**src/rtl/store_pkg.sv**
```systemverilog
// Shared store-path definitions: size codes, aligner FSM states and
// the byte-count mask for a size code.
package store_pkg;

  localparam logic [1:0] SZ_BYTE  = 2'd0;
  localparam logic [1:0] SZ_HALF  = 2'd1;
  localparam logic [1:0] SZ_WORD  = 2'd2;
  localparam logic [1:0] SZ_DWORD = 2'd3;

  typedef enum logic [1:0] {
    IDLE,
    BEAT1,
    BEAT2
  } state_e;

  function automatic logic [7:0] lane_mask(input logic [1:0] size);
    logic [7:0] m;
    unique case (size)
      SZ_BYTE: m = 8'h01;
      SZ_HALF: m = 8'h03;
      SZ_WORD: m = 8'h0F;
      SZ_DWORD: m = 8'hFF;
    endcase
    return m;
  endfunction

endpackage

```
**src/rtl/store_lane_gen.sv**
```systemverilog
// Combinational lane generator: byte enables and shifted data over a
// two-word span, plus word-crossing, misalignment and oversize flags.
module store_lane_gen
  import store_pkg::*;
#(
  parameter int DATA_W = 32,
  localparam int NB = DATA_W / 8,
  localparam int OW = $clog2(NB)
) (
  input  logic [OW-1:0]       off_i,
  input  logic [1:0]          size_i,
  input  logic [DATA_W-1:0]   data_i,
  output logic [2*NB-1:0]     be_o,
  output logic [2*DATA_W-1:0] wd_o,
  output logic                cross_o,
  output logic                misalign_o,
  output logic                too_big_o
);

  localparam int SW = 2 * NB;

  logic [3:0]          n;
  logic [SW-1:0]       m;
  logic [2*DATA_W-1:0] ds;

  always_comb begin
    n    = 4'd1 << size_i;
    m    = SW'(lane_mask(size_i));
    be_o = m << off_i;
    ds   = {{DATA_W{1'b0}}, data_i} << {off_i, 3'b000};
    wd_o = '0;
    // Bytes outside the enabled lanes are forced to zero
    for (int i = 0; i < SW; i++) begin
      wd_o[8*i +: 8] = be_o[i] ? ds[8*i +: 8] : 8'h00;
    end
    cross_o    = (int'(off_i) + int'(n)) > NB;
    too_big_o  = int'(n) > NB;
    misalign_o = |(off_i & OW'(n - 4'd1));
  end

endmodule

```
**src/rtl/store_lane_aligner.sv**
```systemverilog
// Store-path aligner, MEM stage to data-memory write port, one register stage.
// STORE_MISALIGN_SPLIT_EN: allow any offset, splitting word-crossing stores in two beats.
module store_lane_aligner
  import store_pkg::*;
#(
  parameter int DATA_W = 32,
  parameter int ADDR_W = 32
) (
  input  logic                clk,
  input  logic                reset,
  input  logic                in_valid,
  output logic                in_ready,
  input  logic [ADDR_W-1:0]   in_addr,
  input  logic [1:0]          in_size,
  input  logic [DATA_W-1:0]   in_data,
  output logic                bus_valid,
  input  logic                bus_ready,
  output logic [ADDR_W-1:0]   bus_addr,
  output logic [DATA_W/8-1:0] bus_be,
  output logic [DATA_W-1:0]   bus_wdata,
  output logic                bus_last,
  output logic                err_valid,
  output logic [ADDR_W-1:0]   err_addr
);

  localparam int NB = DATA_W / 8;
  localparam int OW = $clog2(NB);

  logic [2*NB-1:0]     gen_be;
  logic [2*DATA_W-1:0] gen_wd;
  logic                gen_cross;
  logic                gen_mis;
  logic                gen_big;

  store_lane_gen #(.DATA_W(DATA_W)) u_gen (
    .off_i      (in_addr[OW-1:0]),
    .size_i     (in_size),
    .data_i     (in_data),
    .be_o       (gen_be),
    .wd_o       (gen_wd),
    .cross_o    (gen_cross),
    .misalign_o (gen_mis),
    .too_big_o  (gen_big)
  );

  state_e            state_q, state_d;
  logic              valid_q, valid_d;
  logic              last_q, last_d;
  logic [ADDR_W-1:0] addr_q, addr_d;
  logic [NB-1:0]     be_q, be_d;
  logic [DATA_W-1:0] wd_q, wd_d;
  logic              errv_q, errv_d;
  logic [ADDR_W-1:0] erra_q, erra_d;
  logic              reject;
  logic              accept;
  logic              retire;

`ifdef STORE_MISALIGN_SPLIT_EN
  logic [NB-1:0]     hbe_q, hbe_d;
  logic [DATA_W-1:0] hwd_q, hwd_d;
  logic              unused_mis;

  assign unused_mis = gen_mis;
  assign reject     = gen_big;
`else
  logic unused_hi;

  assign unused_hi = ^{gen_be[2*NB-1:NB], gen_wd[2*DATA_W-1:DATA_W], gen_cross};
  assign reject    = gen_big | gen_mis;
`endif

  assign retire   = valid_q & bus_ready & last_q;
  assign in_ready = (state_q == IDLE) | retire;
  assign accept   = in_valid & in_ready;

  always_comb begin
    state_d = state_q;
    valid_d = valid_q;
    last_d  = last_q;
    addr_d  = addr_q;
    be_d    = be_q;
    wd_d    = wd_q;
    errv_d  = 1'b0;
    erra_d  = erra_q;
`ifdef STORE_MISALIGN_SPLIT_EN
    hbe_d   = hbe_q;
    hwd_d   = hwd_q;
`endif
    unique case (state_q)
      IDLE: ;
      BEAT1: begin
        if (valid_q & bus_ready) begin
          if (last_q) begin
            state_d = IDLE;
            valid_d = 1'b0;
            last_d  = 1'b0;
          end
`ifdef STORE_MISALIGN_SPLIT_EN
          else begin
            state_d = BEAT2;
            addr_d  = addr_q + ADDR_W'(NB);
            be_d    = hbe_q;
            wd_d    = hwd_q;
            last_d  = 1'b1;
          end
`endif
        end
      end
`ifdef STORE_MISALIGN_SPLIT_EN
      BEAT2: begin
        if (valid_q & bus_ready) begin
          state_d = IDLE;
          valid_d = 1'b0;
          last_d  = 1'b0;
        end
      end
`endif
      default: state_d = IDLE;
    endcase
    // A new request overrides the retiring beat in the same cycle
    if (accept) begin
      if (reject) begin
        errv_d = 1'b1;
        erra_d = in_addr;
      end else begin
        state_d = BEAT1;
        valid_d = 1'b1;
        addr_d  = in_addr & ~ADDR_W'(NB - 1);
        be_d    = gen_be[NB-1:0];
        wd_d    = gen_wd[DATA_W-1:0];
`ifdef STORE_MISALIGN_SPLIT_EN
        last_d  = ~gen_cross;
        hbe_d   = gen_be[2*NB-1:NB];
        hwd_d   = gen_wd[2*DATA_W-1:DATA_W];
`else
        last_d  = 1'b1;
`endif
      end
    end
  end

  always_ff @(posedge clk) begin
    if (reset) begin
      state_q <= IDLE;
      valid_q <= 1'b0;
      last_q  <= 1'b0;
      addr_q  <= '0;
      be_q    <= '0;
      wd_q    <= '0;
      errv_q  <= 1'b0;
      erra_q  <= '0;
`ifdef STORE_MISALIGN_SPLIT_EN
      hbe_q   <= '0;
      hwd_q   <= '0;
`endif
    end else begin
      state_q <= state_d;
      valid_q <= valid_d;
      last_q  <= last_d;
      addr_q  <= addr_d;
      be_q    <= be_d;
      wd_q    <= wd_d;
      errv_q  <= errv_d;
      erra_q  <= erra_d;
`ifdef STORE_MISALIGN_SPLIT_EN
      hbe_q   <= hbe_d;
      hwd_q   <= hwd_d;
`endif
    end
  end

  assign bus_valid = valid_q;
  assign bus_last  = last_q;
  assign bus_addr  = addr_q;
  assign bus_be    = be_q;
  assign bus_wdata = wd_q;
  assign err_valid = errv_q;
  assign err_addr  = erra_q;

endmodule

```
**config.mk**
```make
export PLATFORM = sky130hd
export DESIGN_NAME = store_lane_aligner
export DESIGN_NICKNAME = d
export VERILOG_FILES = /design/src/rtl/store_pkg.sv /design/src/rtl/store_lane_gen.sv /design/src/rtl/store_lane_aligner.sv
export SDC_FILE = /design/constraint.sdc
export NUM_CORES = 1
export LEC_CHECK = 0
export BUFFER_PORTS_ARGS = -buffer_cell sky130_fd_sc_hd__buf_2
export CAP_MARGIN = 30
export CORE_MARGIN = 5
export CORE_UTILIZATION = 35
export CTS_CLUSTER_DIAMETER = 40
export DETAILED_ROUTE_END_ITERATION = 6
export PLACE_DENSITY_LB_ADDON = 0.1
export SLEW_MARGIN = 30
export SYNTH_ARGS = -nofsm -noshare
export SYNTH_HDL_FRONTEND = slang
export SYNTH_SLANG_ARGS = --single-unit
export TNS_END_PERCENT = 10
```
**constraint.sdc**
```tcl
create_clock -name clk -period 3.88 [get_ports clk]
set_input_delay 0.194 -clock clk [delete_from_list [all_inputs] [get_ports clk]]
set_output_delay 0.194 -clock clk [all_outputs]
set_load 0.005 [all_outputs]
```
Word-level counts from Yosys, hierarchy flattened
Index checks and enable logic that the tools add are counted.

word-level totals
  bits in registers = 103
  bits in latches = 0
  bits in writable memories = 0
  memory bits (read-only) = 0
  input port bits = 70
  word-level logic and storage cells = 51
  memories = 0

cells by class
  add/subtract/negate cells = 1
  multiply operators = 0
  divide/modulo/power cells = 0
  order comparisons = 1
  equal/unequal tests = 4
  shift operators = 3
  muxes and demuxes = 20
  bitwise logic cells = 8
  reductions and logical operators = 6

operators by type and width
  kind                                                                   count
  8-bit two-way mux                                                      4
  8-bit case mux with 4 select lines                                     1
  32-bit by 5-bit << shifter with 32-bit output                          1
  1-bit two-way mux                                                      10
  2-bit two-way mux                                                      4
  8-bit by 2-bit << shifter with 4-bit output                            1
  2-bit by 1-bit equality test with 1-bit output, second input constant  2
  2-bit equality test, second input constant                             2
  4-bit by 3-bit > comparator with 1-bit output, second input constant   1
  2-bit logical NOT                                                      2
  2-bit case mux with 2 select lines                                     1
  2-bit AND reduction                                                    2
  2-bit OR reduction                                                     2
  1-bit by 2-bit << shifter with 4-bit output, first input constant      1
  1-bit AND                                                              3
  2-bit AND                                                              1
  1-bit inverter                                                         2
  1-bit bitwise OR                                                       2
  2-bit by 1-bit subtractor with 2-bit output, second input constant     1

Logic depth before layout (Yosys ltp)
  word-level depth = 7
  gate-level depth with buffers = 7

Hierarchy
Synthesis repeated with hierarchy kept, for this count alone.

unflattened totals
  cells, all modules = 584
  area total of the unflattened synthesis = 5656.7 um^2

by module, submodules not included
  module              times used  cells each  area an instance (um^2)
  store_lane_aligner  1           418         4470.5
  store_lane_gen      1           166         1186.1

Least setup slack after synthesis
Ideal clock, no wire load.

  kind = register to register
  start point = reg last_q, in the netlist bus_last
  end point = reg wd_q[16], in the netlist bus_wdata[16]
  data arrival time = 1.352 ns
  path slack = 2.443 ns
  cell stages (with the launch flop) = 8
  clock period less this slack = 1.437 ns
  cell sequence = dfxtp_1 -> and3_1 -> buf_2 -> o221ai_2 -> buf_4 -> buf_2 -> nand3b_1 -> o31ai_2

between the ends
  word-level cells in the longest chain between the ends = 4

RTL lines
  what                           line                       RTL
  from (decl)                    store_lane_aligner.sv:48   logic last_q, last_d;
  from (signal assigned)         store_lane_aligner.sv:159  last_q <= last_d;
  1-bit AND                      store_lane_aligner.sv:72   assign retire = valid_q & bus_ready & last_q;
  1-bit bitwise OR               store_lane_aligner.sv:73   assign in_ready = (state_q == IDLE) | retire;
  1-bit AND                      store_lane_aligner.sv:74   assign accept = in_valid & in_ready;
  2-bit AND reduction (no line)  --
  to (signal assigned)           store_lane_aligner.sv:162  wd_q <= wd_d;
  to (decl)                      store_lane_aligner.sv:51   logic [DATA_W-1:0] wd_q, wd_d;

Every way passes these cells.
A chain may end at the register's enable or synchronous reset.

Worst setup path in the final report
  start point = reg last_q, in the netlist bus_last
  end point = reg wd_q[20], in the netlist bus_wdata[20]

Same word-level chain as after synthesis.

==> metrics <==
synth unique cells 32; PostCTS Resize Cnt 0; nets@finish 732; placed instance count 798; hpwl dp a little under 10,000 um; cts bufs inserted 9; antenna violations before repair 1; Total Wirelength between 10,000 and 15,000 um; Die X roughly 120 um; final antenna-violating net count 0; most frequent cells in the layout buf_2 (170), dfxtp_1 (103), a21oi_1 (91); CTS Sinks 103; Sw Ratio 23.6%; Startpoint Class flip-flop; fill cell count 1,222; vias in the first global route 4,045; Setup Viol. Count Final 0; root buf cell clkbuf_16; synthesized netlist cell count 519; Max-Cap Viols 0; post-route insts no fill just over 800; RSZ-0062 raised after global routing no; setup TNS 0 ns; outcome finished, final reports clean; skew final ~0.011 ns; commonest non-fill, non-tap cell in the layout buf_2; CTS Hold Bufs 0; Worst Setup End Kind flip-flop; total chip power 0.00243 W; 1st-pass router iterations 4; Comb power frac 11.5%; initial core utilization 35.7%; clock share of power between 40% and 50%; synthesized area 4290 sq um; relative slew slack between 40% and 50%; DRC violations left 0; final core utilization 46.1%; H-tree levels 3; grt ovf 0; layout cells sized above 1 32.6%; n_diodes 0; final hold slack 0.101 ns; Final Wtd Congestion 0.819; HP Class input port to flip-flop; Worst Path Class, Setup flip-flop to flip-flop; Sequential Power Share 45.6%; Core Region around 12,000 sq um; first-pass GRT wire length 21,600 um; starting DRC count in detailed routing 280; setup bufs post-CTS 0; worst skew pair latency approximately 0.34 ns; Max Freq 431 MHz; max-slew violations 0; Yosys Warn Count 0; Crit Path Max Fanout 29; Worst EP arrival 2.57 ns; # rows 40; Period Utilization, post-route around three fifths; maximum root-to-sink buffer count 2; Met2 Wirelength between 6000 and 7000 um; Layout area overhead 29.1%; Reg clk slew, reported paths 0.07 ns; Ports 174; wire per inst 17.2 um; peak supply drop 167 uV; worst slew pin tran ~0.83 ns; Metal-1 WL a little over 6000 um; Top Metal Used met5; vias per cell 5.17; largest net degree at the start of global routing 65; Leak 2.36 nW; Syn Area/Cell 8.27 sq um; number of vias in the routed layout 4,202; Cell Int Power between 0.0015 and 0.002 W; total track usage between 10% and 20%; crit path time final 2.32 ns; met3 wire length 1020 um; CTS tree built; CP required 4.13 ns; Final Hold Fails 0; die area 14,600 sq um; Switch Pwr 0.000573 W; PwrDens 439 nW/um^2; port bufs approximately 170; Seq/Total Area, Yosys 48.0%; Die Y 121 um; Yosys reg bits 103
## stage by stage
stage | area (sq um) | setup slack, ns
after floorplan | 4300 | 2.44
after global placement | 5190 | 1.63
after detailed placement | 5190 | 1.53
after CTS | 5540 | 1.57
after global routing | 5540 | 1.37
final | 5540 | 1.56
## final timing paths
check	start	end	slack, ns	cells past startpoint
worst min register to register	bus_addr[5]	bus_addr[5]	0.45	2
worst max-delay path	bus_last	bus_wdata[20]	1.56	4
worst max register to register	bus_last	bus_wdata[20]	1.56	4
worst min-delay path	in_addr[25]	bus_addr[25]	0.10	3
## synth_stat cells (all sizes together)
cell type | number | area [sq um]
a211oi | 9 | 67.6
a21o | 1 | 7.51
a21oi | 91 | 455
and3 | 1 | 6.26
buf | 23 | 141
clkbuf | 26 | 97.6
clkinv | 1 | 3.75
conb | 1 | 3.75
dfxtp | 103 | 2060
mux2 | 8 | 90.1
mux2i | 8 | 80.1
nand2 | 90 | 338
nand2b | 3 | 18.8
nand3 | 48 | 240
nand3b | 16 | 120
nor2 | 12 | 50.1
nor2b | 8 | 50.1
nor3 | 5 | 36.3
o211ai | 8 | 60.1
o21a | 2 | 15.0
o21ai | 43 | 215
o221a | 1 | 11.3
o221ai | 1 | 15.0
o31ai | 8 | 95.1
or2 | 2 | 12.5
## cell families after synthesis
kind of cell           Yosys count  share of synthesized area, %
AOI/OAI and AO/OA              164                          21.9
buffers and inverters           50                          5.65
DFF                            103                          48.0
muxes                           16                          3.96
other                            1                        0.0874
and+or+nand+nor                185                          20.3
## registers in the layout, indices dropped and copies added (netlist names)
register   cells
err_valid      1
bus_addr      30
bus_valid      1
bus_be         4
state_q        2
bus_last       1
err_addr      32
bus_wdata     32
## critical path: stages (launching register included)
cell      delay [ns]
dfxtp_1         0.37
and3_1          0.38
o221a_2         0.68
nand2b_1        0.44
o31ai_2         0.35
## per-layer routing
| layer | up-vias | track usage (%) |
|---|---|---|
| li1 | 2082 | - |
| met1 | 1982 | 24.7 |
| met2 | 123 | 29.3 |
| met3 | 13 | 5.75 |
| met4 | 2 | 5.03 |
| met5 | - | 0 |
## power by group through the flow
stage / clock, W / combinational, W / sequential (W)
global route: 0.00112 / 0.000309 / 0.00111
finish: 0.00105 / 0.000279 / 0.00111
detailed placement: 0 / 0.000279 / 0.00113
CTS: 0.00107 / 0.000280 / 0.00111
floorplan: 0 / 0.000151 / 0.00114
global placement: 0 / 0.000278 / 0.00113
## cell type report
class	instances	area [sq um]	area share (%)
Multi-Input combinational cell	368	2010	36.3
Timing Repair Buffer	179	931	16.8
Inverter	1	3.75	0.0678
Tap cell	147	184	3.32
Sequential cell	103	2060	37.2
Clock buffer	12	256	4.63
Clock inverter	3	90.1	1.63
Power figures use the tool's default switching activity.
